$ cat src/rtl/subn_serial.sv
// Bit-serial n-bit subtractor: {Bout, Diff} = X - Y - Bin, one bit per clock, LSB first.
// Optional signed-overflow output V is enabled by defining SUBN_OVERFLOW_EN.
module subn_serial #(
    parameter int n = 4
) (
    input  logic         Clock,
    input  logic         Reset,
    input  logic         Start,
    input  logic         Bin,
    input  logic [n-1:0] X,
    input  logic [n-1:0] Y,
    output logic [n-1:0] Diff,
    output logic         Bout,
`ifdef SUBN_OVERFLOW_EN
    output logic         V,
`endif
    output logic         Busy,
    output logic         Done
);

    localparam int CW = $clog2(n + 1);
    localparam logic [CW-1:0] LAST = CW'(n - 1);

    typedef enum logic [1:0] {
        IDLE = 2'd0,
        RUN  = 2'd1,
        DONE = 2'd2
    } state_t;

    state_t          state_q, state_d;
    logic [CW-1:0]   cnt_q, cnt_d;
    logic            b_q, b_d;
    logic [n-1:0]    x_q, x_d;
    logic [n-1:0]    y_q, y_d;
    logic [n-1:0]    res_q, res_d;
    logic [n-1:0]    diff_q, diff_d;
    logic            bout_q, bout_d;
`ifdef SUBN_OVERFLOW_EN
    logic            v_q, v_d;
`endif

    logic            d_bit;
    logic            b_next;
    logic [n:0]      res_ext;
    logic [n-1:0]    res_shift;

    // Full-subtractor cell on the current LSBs and the borrow flop.
    assign d_bit     = x_q[0] ^ y_q[0] ^ b_q;
    assign b_next    = (~x_q[0] & y_q[0]) | (~(x_q[0] ^ y_q[0]) & b_q);
    assign res_ext   = {d_bit, res_q};
    assign res_shift = res_ext[n:1];

    // Handshake: Start is accepted on a rising edge only in IDLE or DONE;
    // Busy is high for the n RUN cycles, Done pulses for exactly one cycle
    // and Diff/Bout are valid from that cycle until the next completion.
    always_comb begin
        state_d = state_q;
        cnt_d   = cnt_q;
        b_d     = b_q;
        x_d     = x_q;
        y_d     = y_q;
        res_d   = res_q;
        diff_d  = diff_q;
        bout_d  = bout_q;
`ifdef SUBN_OVERFLOW_EN
        v_d     = v_q;
`endif
        unique case (state_q)
            IDLE, DONE: begin
                if (Start) begin
                    x_d     = X;
                    y_d     = Y;
                    b_d     = Bin;
                    cnt_d   = '0;
                    state_d = RUN;
                end else begin
                    state_d = IDLE;
                end
            end
            RUN: begin
                x_d   = x_q >> 1;
                y_d   = y_q >> 1;
                b_d   = b_next;
                res_d = res_shift;
                cnt_d = cnt_q + 1'b1;
                if (cnt_q == LAST) begin
                    state_d = DONE;
                    diff_d  = res_shift;
                    bout_d  = b_next;
`ifdef SUBN_OVERFLOW_EN
                    // On the last bit the operand LSBs are the captured MSBs.
                    v_d     = (x_q[0] ^ y_q[0]) & (x_q[0] ^ d_bit);
`endif
                end
            end
            default: state_d = IDLE;
        endcase
    end

    always_ff @(posedge Clock or posedge Reset) begin
        if (Reset) begin
            state_q <= IDLE;
            cnt_q   <= '0;
            b_q     <= 1'b0;
            x_q     <= '0;
            y_q     <= '0;
            res_q   <= '0;
            diff_q  <= '0;
            bout_q  <= 1'b0;
`ifdef SUBN_OVERFLOW_EN
            v_q     <= 1'b0;
`endif
        end else begin
            state_q <= state_d;
            cnt_q   <= cnt_d;
            b_q     <= b_d;
            x_q     <= x_d;
            y_q     <= y_d;
            res_q   <= res_d;
            diff_q  <= diff_d;
            bout_q  <= bout_d;
`ifdef SUBN_OVERFLOW_EN
            v_q     <= v_d;
`endif
        end
    end

    assign Diff = diff_q;
    assign Bout = bout_q;
`ifdef SUBN_OVERFLOW_EN
    assign V    = v_q;
`endif
    assign Busy = (state_q == RUN);
    assign Done = (state_q == DONE);

endmodule
$ cat config.mk
export PLATFORM = sky130hd
export DESIGN_NAME = subn_serial
export DESIGN_NICKNAME = d
export VERILOG_FILES = /design/src/rtl/subn_serial.sv
export SDC_FILE = /design/constraint.sdc
export NUM_CORES = 1
export LEC_CHECK = 0
export BUFFER_PORTS_ARGS = -buffer_cell sky130_fd_sc_hd__buf_2
export CAP_MARGIN = 20
export CORE_MARGIN = 5
export CORE_UTILIZATION = 36
export CTS_CLUSTER_SIZE = 10
export DETAILED_ROUTE_END_ITERATION = 8
export PLACE_DENSITY_LB_ADDON = 0.25
export SLEW_MARGIN = 10
export SYNTH_ARGS = -nofsm -noshare
export SYNTH_HDL_FRONTEND = slang
export SYNTH_SLANG_ARGS = --single-unit
$ cat constraint.sdc
create_clock -name Clock -period 1.4 [get_ports Clock]
set_input_delay 0.14 -clock Clock [delete_from_list [all_inputs] [get_ports Clock]]
set_output_delay 0.14 -clock Clock [all_outputs]
set_load 0.02 [all_outputs]
; ---- Word-level counts from Yosys, hierarchy flattened
; Cells that the tools add are included.
[word_totals]
regBits = 23
input_bits = 12
out_inout_bits = 7
[classes]
n_addsub = 1
eq_ne = 5
n_mux = 11
bitwise_logic = 7
n_reduce_logical = 5
[op_table]
columns = cell, count
row1 = 4-bit one-hot mux with 2 select lines, 2
row2 = 4-bit 2-to-1 mux, 2
row3 = 3-bit one-hot mux with 2 select lines, 1
row4 = 2-bit one-hot mux with 2 select lines, 1
row5 = 2-bit AND reduction, 2
row6 = "3-bit by 1-bit adder with 3-bit output, second input constant", 1
row7 = "3-bit by 2-bit == test with 1-bit output, second input constant", 1
row8 = 3-bit 2-to-1 mux, 1
row9 = 1-bit bitwise AND, 2
row10 = "2-bit by 1-bit == test with 1-bit output, second input constant", 1
row11 = "2-bit == test, second input constant", 1
row12 = 2-bit logical NOT, 1
row13 = 1-bit 2-to-1 mux, 2
row14 = 2-bit 2-to-1 mux, 1
row15 = "2-bit by 1-bit != test with 1-bit output, second input constant", 1
row16 = "2-bit != test, second input constant", 1
row17 = 1-bit NOT, 2
row18 = 1-bit one-hot mux with 2 select lines, 1
row19 = 2-bit nonzero test, 1
row20 = 2-bit OR reduction, 1
row21 = 1-bit bitwise XOR, 2
row22 = 1-bit OR, 1

; ---- Longest topological paths before layout
; Gate-level depths: netlist of the first run.
[depth]
ltp_word = 5
mapped_depth = 5
mapped_depth_nobuf = 5

; ---- Least setup slack after synthesis of the first run
; Ideal clock, no wire load.
[synth_timing]
kind = reg-to-reg
from = reg cnt_q[0]
to = reg diff_q[0] (netlist: Diff[0])
setup_ns = 0.125
arrival_ns = 1.217
required_ns = 1.275
slack_ns = 0.058
stages_incl_launch_ff = 5
synth_period_minus_slack_ns = 1.342
cell_sequence = dfrtp_1 > ha_1 > ha_1 > nand3b_4 > mux2_4
[synth_between]
elab_chain_len = 2
[synth_rtl]
columns = item, line_no
row1 = from (decl), 31  ; logic [CW-1:0] cnt_q, cnt_d;
row2 = from (signal assigned), 115  ; cnt_q <= cnt_d;
row3 = 3-bit by 2-bit == test with 1-bit output, 86  ; if (cnt_q == LAST) begin
row4 = 2-bit AND reduction (no line), --
row5 = to (signal assigned), 120  ; diff_q <= diff_d;
row6 = to (decl), 36  ; logic [n-1:0] diff_q, diff_d;
; Every way passes these cells.
; A chain may end at the register's enable or synchronous reset.

; ---- Worst setup path after layout of the first run
[layout_timing]
from = reg y_q[0]
to = reg diff_q[3] (netlist: Diff[3])
[layout_between]
elab_chain_len = 2
[layout_rtl]
columns = item, line_no
row1 = from (decl), 34  ; logic [n-1:0] y_q, y_d;
row2 = from (signal assigned), 118  ; y_q <= y_d;
row3 = 1-bit bitwise XOR (2 in series), 48  ; assign d_bit = x_q[0] ^ y_q[0] ^ b_q;
row4 = via d_bit, 42  ; logic d_bit;
; The timed path passes the listed nets, and every way through them passes these cells.

==> out/qor.yml, run 1 <==
ant_nets: 0
cts_buffer_depth: 2
grt_pass1_wl_um: 3477
dp_hpwl_um: 1405
syn_area_per_cell_um2: 11.91
fillCellCount: 313
critPathMaxStageDelay_ns: 0.45
insertion_delay_ns: 0.30
worst-endpoint-arrival_ns: 1.54
drive_gt1_share_pct: 39.20
chipHeight_um: 66.36
synthesis.nets: 111
slowest_stage: "fa_2"
ios: 19
hold_viol_final: 0
synthTopCellsByArea: "dfrtp_1 (48%), mux2_4 (9.2%), mux2i_1 (7.9%), a211oi_1 (4.6%), nor2b_1 (4.4%)"
core_um2: 3053
grt_overflow: 0
ir_drop_mv: 0.7756
setup_viol: 0
drv_cap: 0
antenna_found_initial: 0
die_area_um2: 4404
critPathMaxFanout: 3
ys_ff_latch: 22
viasPerCell: 4.574
placed_cell_area_um2: 1267
synth_most_common_cell: "dfrtp_1"
nets: 141
wl_um: 2055
finalClockSkew_ns: 0.006748
multi_input_area_um2: 516.7
start_kind: "flop"
start_util_pct: 37.46
syn_inst: 96
synthArstFlopShare_pct: 100.0
synth_warnings: 0
path_class: "flop to flop"
rsz0062_at_grt: "no"
port_buffers: 18
crit_family: "adder cells"
layout_min_cycle_time_ns: 1.341
netlist_area_um2: 1144
die-width_um: 66.36
endpoint_kind: "flop"
num_antenna_cells: 0
final_area_um2: 1388
hp-class: "primary input to flop"
synth_top_cell_area_share_pct: 48.14
drv_slew: 0
fin_total_pwr_uw: 3087
yosysUniqueCellTypes: 23
grt_use_total_pct: 10.34
status: "finished clean"
seqCellArea_um2: 553.0
cts_tree: "built"
maxSlewHeadroom_pct: 76.70
num_rows: 20
clock_sinks: 22
path_cells: "inv_1 > fa_2 > mux2_4"
tightestPinTransition_ns: 0.3496
leakagePower_uw: 0.0006691
utilization_pct: 45.45
drc: 0
routedWlPerCell_um: 12.16
synth_top_cell_by_area: "dfrtp_1"
finalCritPeriodShare_pct: 95.76
critPathBufInv: 1
crit_required_ns: 1.60
fin_tns_setup_ns: 0
gp_congestion: 0.7317
clk_pin_slew_ns: 0.12
synth-edff-count: 0
synthTopCellsByCount: "dfrtp_1 (22), mux2i_1 (9), nor2b_1 (8)"
syn_to_final_growth_pct: 21.33
dr.pass1.iters: 4
holdWs_ns: 0.1057
first_global_vias: 769
via_count: 773
drtIter0Drc: 10
htree_levels: 1
synth_ff_type: "dfrtp_1"
fmax_mhz: 745.9
power_density_nw_per_um2: 2225
grt_max_degree: 25
root_buffer: "clkbuf_4"
seq_area_frac_synth_pct: 48.14
numCtsBuffers: 3
routing by layer:
metal | track usage (%) | vias up | wire [um]
met5 | 0 | - | 0
met4 | 3.807 | 0 | 12
met3 | 2.891 | 2 | 129
met2 | 16.73 | 16 | 965
met1 | 13.00 | 366 | 948
li1 | - | 389 | -
worst reg2reg max path, delay by kind of cell (launching register included):
family	cells	cell delay, ns
adders and majority gates	1	0.45
buffers and inverters	1	0.09
DFF	1	0.42
muxes	1	0.27
area by class of cell:
type	count	share of cell area (%)
flip-flops and latches	22	39.86
multi-input cells	61	37.24
repair buffers	32	14.70
well taps	44	3.968
clock buffers	4	2.615
inverters	6	1.623
path summary, 6_finish.rpt:
| path | from | cells past startpoint | slack (ns) | endpoint |
|---|---|---|---|---|
| min in group asynchronous | Reset | 4 | 0.40 | cnt_q[2]$_DFFE_PP0P_ |
| worst max register to register | y_q[0]$_DFFE_PP0P_ | 3 | 0.06 | Diff[3]$_DFFE_PP0P_ |
| worst min-delay path | X[2] | 3 | 0.11 | x_q[2]$_DFFE_PP0P_ |
| worst min register to register | Bout$_DFFE_PP0P_ | 2 | 0.51 | Bout$_DFFE_PP0P_ |
| worst max-delay path | y_q[0]$_DFFE_PP0P_ | 3 | 0.06 | Diff[3]$_DFFE_PP0P_ |
| max in group asynchronous | Reset | 4 | 0.76 | state_q[1]$_DFFE_PP0P_ |
flip-flops by register name, summed over array words and instances, names as in the netlist:
| name | flops |
|---|---|
| Bout | 1 |
| state_q | 2 |
| b_q | 1 |
| cnt_q | 3 |
| res_q | 3 |
| Diff | 4 |
| x_q | 4 |
| y_q | 4 |
placed cells by master (no fill, tap or decap), drive strengths merged:
| cell | count |
|---|---|
| buf | 31 |
| a21oi | 7 |
| a22o | 1 |
| mux2i | 9 |
| nor2 | 1 |
| nand3b | 1 |
| nand3 | 2 |
| a211oi | 7 |
| fa | 1 |
| mux2 | 8 |
| nor2b | 9 |
| nand2 | 4 |
| o21ai | 6 |
| dfrtp | 22 |
| inv | 6 |
| xnor2 | 1 |
| ha | 2 |
| nand2b | 2 |
| clkbuf | 4 |
| dlygate4sd3 | 1 |
metrics by stage:
stage	instances	setup WS [ns]
after global placement	156	0.06105
after detailed placement	156	0.03731
after floorplan	96	0.05802
final	169	0.05933
after global routing	169	0.001038
after CTS	164	0.002470
where the power goes:
part           leakage, uW  switching (uW)  total (uW)  internal (uW)
combinational     0.000384             727        1590            866
sequential        0.000265             205        1150            946
clock            0.0000210             185         343            159
timing repair:
| action | CTS | global route |
|---|---|---|
| buffers inserted | 3 | 5 |
| pin swaps | 0 | 1 |
| setup endpoints to repair | 2 | 6 |
| resized for setup | 2 | 4 |
| hold buffers | 1 | 0 |
| hold endpoints to repair | 22 | 0 |
cell families (layout without fill, tap and decap cells):
kind of cell | count (synthesis) | count (layout) | synth area share (%)
DFF | 22 | 22 | 48.14
AOI/OAI and AO/OA | 21 | 21 | 11.05
and+or+nand+nor | 19 | 19 | 10.94
muxes | 17 | 17 | 18.05
buffers and inverters | 13 | 42 | 7.111
adders and majority gates | 3 | 3 | 3.938
xor gates and xnor gates | 1 | 1 | 0.7660
No activity file was read; power rests on OpenSTA's default activity.
==> run 2, diff against run 1 <==
--- a/config.mk
+++ b/config.mk
@@ -5,10 +5,11 @@
 export SDC_FILE = /design/constraint.sdc
 export NUM_CORES = 1
 export LEC_CHECK = 0
+export ABC_AREA = 1
 export BUFFER_PORTS_ARGS = -buffer_cell sky130_fd_sc_hd__buf_2
 export CAP_MARGIN = 20
 export CORE_MARGIN = 5
-export CORE_UTILIZATION = 36
+export CORE_UTILIZATION = 48
 export CTS_CLUSTER_SIZE = 10
 export DETAILED_ROUTE_END_ITERATION = 8
 export PLACE_DENSITY_LB_ADDON = 0.25
==> out/qor.yml, run 2 <==
status: "finished clean"
synth_warnings: 0
chipHeight_um: 57.10
crit_required_ns: 1.26
start_kind: "flop"
hold_depth: 3
grt_overflow: 0
synthTopCellsByCount: "nand2_1 (37), dfrtp_1 (22), inv_1 (22)"
yosysUniqueCellTypes: 19
leakagePower_uw: 0.0007493
finalClockSkew_ns: 0.004707
switching_power_uw: 1353
final_common_cell: "nand2_1"
hp-class: "primary input to flop"
routedWlPerCell_um: 11.62
num_rows: 17
rsz0062_at_grt: "no"
synthesis.nets: 139
timing.rr.start: "cnt_q[0]$_DFFE_PP0P_"
grt_max_degree: 23
path_cells: "buf_4 > nor2_1 > buf_2"
crit_cells: 3
ant_nets: 0
internal_power_uw: 1909
syn_inst: 124
grt_use_total_pct: 14.66
synth-edff-count: 0
netlist_area_um2: 1065
nets: 170
critPathBufInv: 2
wl_um: 2114
core_um2: 2170
synth_top_cell_by_area: "dfrtp_1"
ys_ff_latch: 22
clk_pin_slew_ns: 0.13
syn_area_per_cell_um2: 8.587
syn_to_final_growth_pct: 22.21
gp_congestion: 0.7442
power_density_nw_per_um2: 2507
drv_cap: 0
synthArstFlopShare_pct: 100.0
fin_tns_setup_ns: 0
dr.pass1.iters: 4
critPathMaxStageDelay_ns: 0.46
drv_slew: 0
drc: 0
htree_levels: 1
die-width_um: 57.10
insertion_delay_ns: 0.31
synthTopCellsByArea: "dfrtp_1 (52%), nand2_1 (13%), inv_1 (7.8%), nand3_1 (6.1%), o21ai_2 (2.5%)"
dp.cells: 174
root_buffer: "clkbuf_4"
worst-endpoint-arrival_ns: 1.19
final_cell_mix: "nand2_1 (37), inv_1 (22), dfrtp_1 (21)"
slowest_stage: "dfrtp_2"
first_global_vias: 908
seq_area_frac_synth_pct: 51.70
drive_gt1_share_pct: 30.52
viasPerCell: 4.725
critPathCapture: "Done"
crit_family: "flip-flops"
path_class: "flop to primary output"
antenna_found_initial: 0
fmax_mhz: 752.8
num_antenna_cells: 0
critPathMaxFanout: 7
fin_cells: 182
pwr-share-comb_pct: 50.7
via_count: 860
r2r-end: "cnt_q[2]$_DFFE_PP0P_"
synth_most_common_cell: "nand2_1"
setup_viol: 0
die_area_um2: 3260
endpoint_kind: "primary output"
layout_min_cycle_time_ns: 1.328
drtIter0Drc: 13
r2r_slack_ns: 0.07
maxSlewHeadroom_pct: 81.81
cts_buffer_depth: 2
hold_viol_final: 0
startpoint: "state_q[0]$_DFFE_PP0P_"
seq_power_share_pct: 34.5
synth_ff_type: "dfrtp_1"
ir_drop_mv: 1.188
grt_pass1_wl_um: 3801
synth_top_cell_area_share_pct: 51.70
numCtsBuffers: 3
worstRegToRegCells: 4
fillCellCount: 217
ios: 19
tightestPinTransition_ns: 0.2728
placed_cell_area_um2: 1212
finalCritPeriodShare_pct: 94.89
dp_hpwl_um: 1560
p_clk_share_pct: 14.9
clock_sinks: 22
switching_share_pct: 41.48
start_util_pct: 49.08
final_area_um2: 1301
port_buffers: 18
cts_tree: "built"
## run 2: cell count changes after synthesis, sizes merged, moves of 2 or more
| cell | change |
|---|---|
| nand2 | +37 |
| inv | +20 |
| nand3 | +11 |
| mux2i | -9 |
| nor2b | -9 |
| mux2 | -8 |
| a211oi | -7 |
| a21oi | -6 |
| o21ai | +5 |
| buf | -4 |
| nand2b | -2 |
| nor2 | +2 |
## run 2: area by class of cell
class                           count  area, um^2  area share (%)
Timing Repair Buffer               29       177.7           13.65
Clock buffer                        3       22.52           1.731
Sequential cell                    22       551.8           42.40
Inverter                           26       100.1           7.692
Multi-Input combinational cell     73       384.1           29.52
Clock inverter                      1       30.03           2.308
Tap cell                           28       35.03           2.692
## run 2: what timing repair did
item	4_1_cts	5_1_grt
endpoints found under the hold margin	22	0
pin swaps	0	1
hold buffers	1	0
resized for setup	1	1
setup endpoints to repair	1	2
setup buffers	1	2
## run 2: routing by layer
metal | vias up | wire length [um] | global-route usage (%)
li1 | 430 | - | -
met1 | 408 | 944 | 17.99
met2 | 20 | 1078 | 25.61
met3 | 2 | 74 | 2.036
met4 | 0 | 17 | 6.291
met5 | - | 0 | 0
## run 2: per-stage QoR
step / util [%] / setup slack [ns] / total power (uW) / hold slack (ns)
floorplan: - / 0.1518 / 2295 / 0.1292
global placement: 55.88 / 0.1407 / 2657 / 0.1849
detailed placement: 55.88 / 0.09310 / 2722 / 0.1894
CTS: 59.17 / 0.01107 / 3235 / 0.03212
global route: 59.98 / 0.009682 / 3589 / 0.04060
finish: 59.98 / 0.07155 / 3263 / 0.03109
## run 2: logic make-up (layout without fill, tap and decap cells)
family | after synthesis | count (layout) | share of synthesized area, %
simple gates | 58 | 58 | 24.79
buf+inv | 29 | 59 | 12.22
flops | 22 | 22 | 51.70
fa+ha+maj | 3 | 3 | 4.230
compound gates | 12 | 12 | 7.051
## run 2: worst min-delay path by stage
stage,start,endpoint,slack [ns]
6_report,Y[3],y_q[3]$_DFFE_PP0P_,0.03
5_1_grt,X[3],x_q[3]$_DFFE_PP0P_,0.04
4_1_cts,Y[3],y_q[3]$_DFFE_PP0P_,0.03
3_5_place_dp,Reset,x_q[3]$_DFFE_PP0P_,0.19
3_3_place_gp,Reset,x_q[3]$_DFFE_PP0P_,0.18
2_1_floorplan,Reset,Bout$_DFFE_PP0P_,0.13
## run 2: power groups by stage
stage	clock, uW	combinational [uW]	sequential, uW
2_1_floorplan	0	1120	1170
3_3_place_gp	0	1530	1130
3_5_place_dp	0	1570	1150
4_1_cts	490	1620	1130
5_1_grt	519	1910	1160
6_report	486	1650	1120
## run 2: worst register-to-register path: cells and delay by family, from the launching register on
kind                     cells  cell delay, ns
AND/OR/NAND/NOR              1            0.30
adder cells (fa/ha/maj)      2            0.48
AO/OA/AOI/OAI                1            0.06
flip-flops                   1            0.44
